File: src/rtl/regfile_writeback_ctrl.sv
// Register-file writeback controller: ALU/load results queue in an in-order FIFO and retire one per cycle.
// Optional WB_FWD_EN adds youngest-match forwarding outputs alongside the busy scoreboard.
module regfile_writeback_ctrl #(
   parameter int DEPTH = 4,
   parameter int AW    = 2
) (
   input  logic        clk,
   input  logic        reset,
   input  logic        alu_valid,
   input  logic [4:0]  alu_rd,
   input  logic [31:0] alu_data,
   output logic        alu_ready,
   input  logic        ld_valid,
   input  logic [4:0]  ld_rd,
   input  logic [31:0] ld_data,
   output logic        ld_ready,
   input  logic [4:0]  q_rs1,
   input  logic [4:0]  q_rs2,
   output logic        busy_rs1,
   output logic        busy_rs2,
   output logic        rf_we,
   output logic [4:0]  rf_w,
   output logic [31:0] rf_wdata,
`ifdef WB_FWD_EN
   output logic        fwd_rs1_valid,
   output logic [31:0] fwd_rs1_data,
   output logic        fwd_rs2_valid,
   output logic [31:0] fwd_rs2_data,
`endif
   output logic        empty
);

   typedef struct packed {
      logic [4:0]  rd;
      logic [31:0] data;
   } wb_entry_t;

   wb_entry_t   mem [DEPTH];
   wb_entry_t   enq_entry;
   logic [AW:0] wr_ptr, rd_ptr, count;
   logic        full, fifo_empty, ld_acc, alu_acc, enq;

   assign count      = wr_ptr - rd_ptr;
   assign fifo_empty = (wr_ptr == rd_ptr);
   assign full       = (wr_ptr[AW] != rd_ptr[AW]) && (wr_ptr[AW-1:0] == rd_ptr[AW-1:0]);

   // Readiness looks only at full, never at a same-cycle dequeue.
   assign ld_ready  = !reset && !full;
   assign alu_ready = !reset && !full && !ld_valid;
   assign ld_acc    = ld_valid && ld_ready;
   assign alu_acc   = alu_valid && alu_ready;
   assign empty     = fifo_empty && !rf_we;

   always_comb begin
      enq       = 1'b0;
      enq_entry = '{rd: alu_rd, data: alu_data};
      if (ld_acc) begin
         enq       = (ld_rd != 5'd0);
         enq_entry = '{rd: ld_rd, data: ld_data};
      end else if (alu_acc) begin
         enq = (alu_rd != 5'd0);
      end
   end

   always_ff @(posedge clk) begin
      if (reset) begin
         wr_ptr   <= '0;
         rd_ptr   <= '0;
         rf_we    <= 1'b0;
         rf_w     <= '0;
         rf_wdata <= '0;
      end else begin
         if (enq) begin
            mem[wr_ptr[AW-1:0]] <= enq_entry;
            wr_ptr              <= wr_ptr + 1'b1;
         end
         if (!fifo_empty) begin
            rf_we    <= 1'b1;
            rf_w     <= mem[rd_ptr[AW-1:0]].rd;
            rf_wdata <= mem[rd_ptr[AW-1:0]].data;
            rd_ptr   <= rd_ptr + 1'b1;
         end else begin
            rf_we <= 1'b0;
         end
      end
   end

   // Scan oldest to youngest so the last match is the youngest; the landing write is oldest of all.
   logic [1:0][4:0] q;
   logic [1:0]      hit;
   logic [AW-1:0]   idx;
`ifdef WB_FWD_EN
   logic [1:0][31:0] hit_data;
`endif
   assign q = {q_rs2, q_rs1};

   always_comb begin
      hit = '0;
      idx = '0;
`ifdef WB_FWD_EN
      hit_data = '0;
`endif
      for (int p = 0; p < 2; p++) begin
         hit[p] = rf_we && (rf_w == q[p]);
`ifdef WB_FWD_EN
         hit_data[p] = rf_wdata;
`endif
         for (int i = 0; i < DEPTH; i++) begin
            idx = rd_ptr[AW-1:0] + AW'(i);
            if (((AW+1)'(i) < count) && (mem[idx].rd == q[p])) begin
               hit[p] = 1'b1;
`ifdef WB_FWD_EN
               hit_data[p] = mem[idx].data;
`endif
            end
         end
         if (q[p] == 5'd0) hit[p] = 1'b0;
      end
   end

   assign busy_rs1 = hit[0];
   assign busy_rs2 = hit[1];
`ifdef WB_FWD_EN
   assign fwd_rs1_valid = hit[0];
   assign fwd_rs1_data  = hit_data[0];
   assign fwd_rs2_valid = hit[1];
   assign fwd_rs2_data  = hit_data[1];
`endif

endmodule
File: config.mk
export PLATFORM = sky130hd
export DESIGN_NAME = regfile_writeback_ctrl
export DESIGN_NICKNAME = d
export VERILOG_FILES = /design/src/rtl/regfile_writeback_ctrl.sv
export SDC_FILE = /design/constraint.sdc
export NUM_CORES = 1
export LEC_CHECK = 0
export CELL_PAD_IN_SITES_DETAIL_PLACEMENT = 1
export CELL_PAD_IN_SITES_GLOBAL_PLACEMENT = 2
export CORE_UTILIZATION = 38
export DETAILED_ROUTE_END_ITERATION = 10
export PLACE_DENSITY = 0.82
export SKIP_LAST_GASP = 1
export SLEW_MARGIN = 20
export SYNTH_ARGS = -nofsm -noshare
export SYNTH_HDL_FRONTEND = slang
export SYNTH_SLANG_ARGS = --single-unit
File: constraint.sdc
create_clock -name clk -period 3.48 [get_ports clk]
set_clock_uncertainty 0.2 [all_clocks]
set_input_delay 0.696 -clock clk [delete_from_list [all_inputs] [get_ports clk]]
set_output_delay 0.696 -clock clk [all_outputs]
set_load 0.005 [all_outputs]
After elaboration in Yosys (flattened, before gate mapping)
Memories as Yosys holds them, arrays and structs flattened. A register that Yosys moved wholly into a read port is not among the register bits.
Index checks and enable logic that the tools add are counted.
{ "totals": {"register_bits": 44, "latch_bits": 0, "mem_bits_rw": 148, "romBits": 0, "input_bits": 88, "output_inout_bits": 43, "wordCells": 72, "mem_count": 1} }
{ "classes": {"add_sub_neg": 6, "multipliers": 0, "n_div": 0, "n_lt_le_gt_ge": 4, "eq_ne": 13, "n_shift": 0, "mux": 19, "bitwise_logic": 0, "reduce_logical": 24} }
{ "mem_list": {"columns": ["name", "words", "width", "rd", "rd_clocked_by_memory_dff", "write_ports", "line_no", "source"], "rows": [
  ["mem", 4, 37, 4, 1, 1, "38", "wb_entry_t mem [DEPTH];"]
]} }
{ "ops": {"columns": ["op", "count"], "rows": [
  ["5-bit == test", 10],
  ["37-bit two-way mux", 1],
  ["1-bit logical AND", 16],
  ["1-bit two-way mux", 16],
  ["5-bit zero test", 2],
  ["5-bit nonzero test", 2],
  ["3-bit by 1-bit adder with 3-bit output (second input constant)", 2],
  ["1-bit by 3-bit less-than comparator with 1-bit output (first input constant)", 2],
  ["2-bit by 3-bit less-than comparator with 1-bit output (first input constant)", 2],
  ["2-bit adder (second input constant)", 2],
  ["1-bit zero test", 4],
  ["2-bit two-way mux", 2],
  ["3-bit == test", 1],
  ["3-bit subtractor", 1],
  ["2-bit by 1-bit adder with 2-bit output (second input constant)", 1],
  ["2-bit == test", 1],
  ["1-bit != test", 1]
]} }

Logic depth before layout (Yosys ltp)
{ "depth": {"word_depth": 11, "mapped_depth": 10, "ltp_nobuf": 10} }

Least setup slack after synthesis
No wires, ideal clock.
{ "synth_timing": {"kind": "register to register", "startpoint": "register rd_ptr[1]", "endpoint": "memory mem[3][0] in the netlist's numbering (enable)", "setup_time_ns": 0.399, "t_arrival_ns": 2.505, "required_time_ns": 2.881, "path_slack_ns": 0.376, "stages_incl_launch_ff": 7, "n_path_buf": 1, "synth_period_minus_slack_ns": 3.104, "cell_sequence": "dfxtp_1 -> clkbuf_1 -> inv_1 -> ha_1 -> a31o_2 -> a221oi_2 -> and2_1"} }
{ "synth_between": {"elab_chain_len": 11, "elab_cells_between_ends": 12, "cone_classes": "1 x eq/ne; 5 x mux; 6 x reduce/logical"} }
{ "synth_rtl": {"columns": ["element", "line_no", "source"], "rows": [
  ["from (decl)", "40", "logic [AW:0] wr_ptr, rd_ptr, count;"],
  ["from (signal assigned)", "81", "rd_ptr <= rd_ptr + 1'b1;"],
  ["2-bit == test *", "45", "assign full = (wr_ptr[AW] != rd_ptr[AW]) && (wr_ptr[AW-1:0] == rd_ptr[AW-1:0]);"],
  ["1-bit logical AND *", "45", null],
  ["1-bit zero test *", "48, 49", null],
  ["1-bit logical AND *", "48, 49", null],
  ["1-bit logical AND", "49", "assign alu_ready = !reset && !full && !ld_valid;"],
  ["1-bit logical AND", "51", "assign alu_acc = alu_valid && alu_ready;"],
  ["1-bit two-way mux", "60", "end else if (alu_acc) begin"],
  ["1-bit two-way mux *", "57", "if (ld_acc) begin"],
  ["1-bit two-way mux *", "73", "if (enq) begin"],
  ["1-bit two-way mux *", "66", "if (reset) begin"],
  ["1-bit two-way mux (not written as such) *", "74", "mem[wr_ptr[AW-1:0]] <= enq_entry;"],
  ["to (decl)", "38", null]
]} }
Mark *: on every way between the ends. The rest lies on a longest branch, timed or not.

Worst setup path after layout
{ "layout_timing": {"startpoint": "register rd_ptr[0]", "endpoint": "output port busy_rs2"} }
{ "layout_between": {"elab_chain_len": 8, "elab_cells_between_ends": 21, "cone_classes": "4 x add/sub; 4 x order compare; 3 x eq/ne; 5 x mux; 4 x reduce/logical; 1 x memory"} }
{ "layout_rtl": {"columns": ["element", "line_no", "source"], "rows": [
  ["3-bit subtractor / 2-bit by 1-bit adder with 2-bit output (equally long branches)", "43, 109", null],
  ["1-bit by 3-bit less-than comparator with 1-bit output / memory 4 x 37 bit (equally long branches)", null, null],
  ["1-bit logical AND / 5-bit == test (equally long branches)", "110", "if (((AW+1)'(i) < count) && (mem[idx].rd == q[p])) begin"],
  ["1-bit two-way mux / 1-bit logical AND (equally long branches)", "110", null],
  ["1-bit two-way mux (2 in series)", "110", null],
  ["1-bit two-way mux *", "110", null],
  ["1-bit two-way mux *", "117", "if (q[p] == 5'd0) hit[p] = 1'b0;"],
  ["to (decl)", "20", "output logic busy_rs2,"]
]} }
Marked as above.

==> impl_metrics.py <==
metrics = {
    "status": {
        "status": "finished, violations left",
        "failed_checks": "DRC, setup timing",
    },
    "clock_network": {
        "cts_buffers": 17,
        "cts-root-buf": "clkbuf_16",
        "clk_latency_ns": 0.43,
        "cts_sinks": 194,
        "clockBufferDepth": 2,
        "ctsHoldBuffers": 0,
        "path_clk_slew_ns": 0.07,
        "htreeDepth": 4,
        "cts_tree": "built",
    },
    "route": {
        "drt-total-wl_um": 20600,
        "postRouteAntennaNets": 0,
        "vias_per_cell": 5.20,
        "dr.pass1.iters": 7,
        "wl_per_cell_um": 20.6,
        "via_count": 5206,
        "drt_iter0_drc": 272,
        "drc": 7,
    },
    "sta": {
        "drv_slew": 0,
        "fmax_mhz": 286,
        "setup_viol": 2,
        "hold-worst-slack_ns": 0.255,
        "worst_pin_slew_ns": 0.958,
        "slew_headroom": 0.361,
        "fin_crit_sh": 1.01,
        "rsz0062_at_grt": "true",
        "finalHoldViolCount": 0,
        "setup_ws_ns": -0.0223,
        "min_period_ns": 3.50,
    },
    "synth": {
        "yosys.area_share.xor_xnor": 0.0586,
        "synth_compound_area_frac": 0.0304,
        "synth_nets": 658,
        "ys.warnings.count": 0,
        "netlist_area_mm2": 0.00860,
        "syn_inst": 562,
        "synthMuxAreaShare": 0.187,
        "ys_types": 36,
        "synth-simple-area-share": 0.0621,
        "synth_top_family_by_area": "multiplexers",
        "synth_area_leaders": "edfxtp_1 52%, mux4_2 12%, dfxtp_1 11%, mux2_1 4.8%, nand2_1 3.4%",
        "synth_top_area_frac": 0.517,
        "synth.largest_area_cell": "edfxtp_1",
        "postSynthAreaPerCell_um2": 15.3,
        "synthAdderAreaFrac": 0.0125,
        "yosysSeqAreaShare": 0.624,
        "ys_ff_latch": 194,
    },
    "power": {
        "p_comb_frac": 0.378,
        "power_frac_seq": 0.375,
        "p_leak_uw": 0.00374,
        "ir_worst_vdd_uv": 434,
        "intPower_uw": 5520,
        "power_uw": 8150,
        "power.switching_uw": 2630,
        "clockPowerShare": 0.247,
        "power_density_mw_per_mm2": 733,
        "swShare": 0.322,
    },
    "grt": {
        "grt_pass1_vias": 5800,
        "busiest_layer": "met2",
        "antenna_found_initial": 0,
        "grt_max_degree": 46,
        "grt.total_usage": 0.188,
        "gr-total-overflow": 0,
        "grt_pass1_wl_um": 32700,
        "met1_usage": 0.233,
        "globalRouteMet2Util": 0.335,
        "use_met3": 0.0341,
    },
    "cells_and_area": {
        "regArea_mm2": 0.00537,
        "final_area_mm2": 0.0111,
        "fillCellCount": 2147,
        "nets": 804,
        "drive_gt1_frac": 0.209,
        "final_util": 0.505,
        "multi_input_area_mm2": 0.00311,
        "synthToLayoutAreaGrowth_pct": 29.3,
        "antennaDiodeCount": 0,
    },
    "floorplan": {
        "rows": 54,
        "start_util": 0.391,
        "ioPinCount": 131,
        "die_w_um": 152,
        "core_mm2": 0.0220,
        "die-area_mm2": 0.0232,
        "die_h_um": 152,
    },
    "worst_setup_path": {
        "setup.worst_path.end_class": "primary output",
        "path_cells": "buf_12 > mux4_1 > xnor2_1 > nand4_1 > nor3_1 > a311oi_2 > a21oi_1 > buf_2",
        "cp_data_required_time_ns": 2.58,
        "critPathKind": "reg -> out",
        "path_delay_family": "multiplexers",
        "slowest_stage": "mux4_1",
        "start_kind": "flip-flop",
        "crit_buf_inv": 2,
        "cp_max_fo": 16,
        "crit_arrival_ns": 2.61,
        "cpPeakStageDelay_ns": 0.66,
    },
    "run": {
        "cap_viol_max_count": 0,
    },
    "worst_hold_path": {
        "hp-class": "reg -> reg",
    },
    "placement": {
        "place_area_mm2": 0.0104,
        "hpwl_um": 14100,
        "routabilityCongestion": 0.803,
        "dpl_worst_slack_ns": -0.0904,
        "io_buffers": 130,
    },
}
## logic make-up after synthesis
kind of cell,Yosys count
AOI/OAI and AO/OA,48
xor gates and xnor gates,56
adders and majority gates,8
buffers and inverters,46
DFF,194
muxes,89
and+or+nand+nor,121
## layout make-up
cell class,instances,area share
Multi-Input combinational cell,322,0.280
Timing Repair Buffer,165,0.147
Clock buffer,19,0.0407
Clock inverter,13,0.0151
Inverter,8,0.00270
Sequential cell,194,0.483
Tap cell,280,0.0315
## power groups by stage
stage	clock [uW]	sequential (uW)	combinational (uW)
final	2010	3060	3080
after global routing	2150	3100	3370
after CTS	2060	3070	3120
after detailed placement	0	3100	3000
after global placement	0	3090	2940
after floorplan	0	3030	1780
## flip-flops by register name, summed over array words and instances, names as in the netlist, named ones only
| register | cells |
|---|---|
| wr_ptr | 3 |
| rf_wdata | 32 |
| mem | 148 |
| rd_ptr | 3 |
| rf_we | 1 |
| rf_w | 5 |
## repair_timing
item                                    4_1_cts  5_1_grt
endpoints found under the setup margin        2        2
endpoints found under the hold margin         0        0
resized for setup                            32        6
cloned                                        0        0
pin swaps                                     4        4
setup buffers                                 3        0
## stage by stage
step,setup TNS (ns),instances
2_1_floorplan,0,562
3_3_place_gp,-0.198,967
3_5_place_dp,-0.171,967
4_1_cts,-0.128,1001
5_1_grt,-0.369,1001
6_report,-0.0231,1001
## synth_stat cells, drive strengths merged
library cell / count
a21oi: 42
xnor3: 1
xnor2: 29
nand3: 2
nor4: 6
or3: 1
and2: 4
ha: 7
a31o: 1
nand4: 6
xor2: 26
o21ai: 1
dfxtp: 46
or4: 2
edfxtp: 148
nand2: 78
and3: 2
fa: 1
buf: 14
o31ai: 1
a31oi: 1
mux2: 37
nor2: 14
inv: 8
mux4: 52
nor3: 6
a311oi: 1
a221oi: 1
clkbuf: 24
## layout by cell type (no fill, tap or decap), drive strengths merged, types with 2 or more instances in the layout
master	Yosys	final
buf	14	38
mux4	52	52
nor4	6	6
mux2	37	37
clkdlybuf4s50	0	127
nand2	78	78
ha	7	7
nand3	2	2
a21oi	42	42
and3	2	2
or4	2	2
nand4	6	6
dfxtp	46	46
xor2	26	26
edfxtp	148	148
nor3	6	6
bufinv	0	2
and2	4	4
clkinv	0	5
inv	8	13
clkbuf	24	19
xnor2	29	29
nor2	14	14
## layer usage
layer / part of all wire / routed length [um]
met1: 0.44 / 9000
met2: 0.52 / 10700
met3: 0.030 / 617
met4: 0.015 / 307
met5: 0 / 0
## worst min-delay path, stage by stage (launching register included)
cell	delay, ns
dfxtp_1	0.31
nand2_1	0.05
a21oi_1	0.05
## worst paths after layout
path                                  start                   endpoint  slack [ns]  cells past startpoint
hold reg to reg   rf_wdata[26]$_SDFFE_PP0N_  rf_wdata[26]$_SDFFE_PP0N_        0.25                      2
setup reg to reg     rd_ptr[1]$_SDFFE_PP0N_       mem[3][16]$_DFFE_PP_        0.59                      8
setup / recovery     rd_ptr[0]$_SDFFE_PP0N_                   busy_rs2       -0.02                      8
hold / removal    rf_wdata[26]$_SDFFE_PP0N_  rf_wdata[26]$_SDFFE_PP0N_        0.25                      2
(Power assumes the default switching activity.)
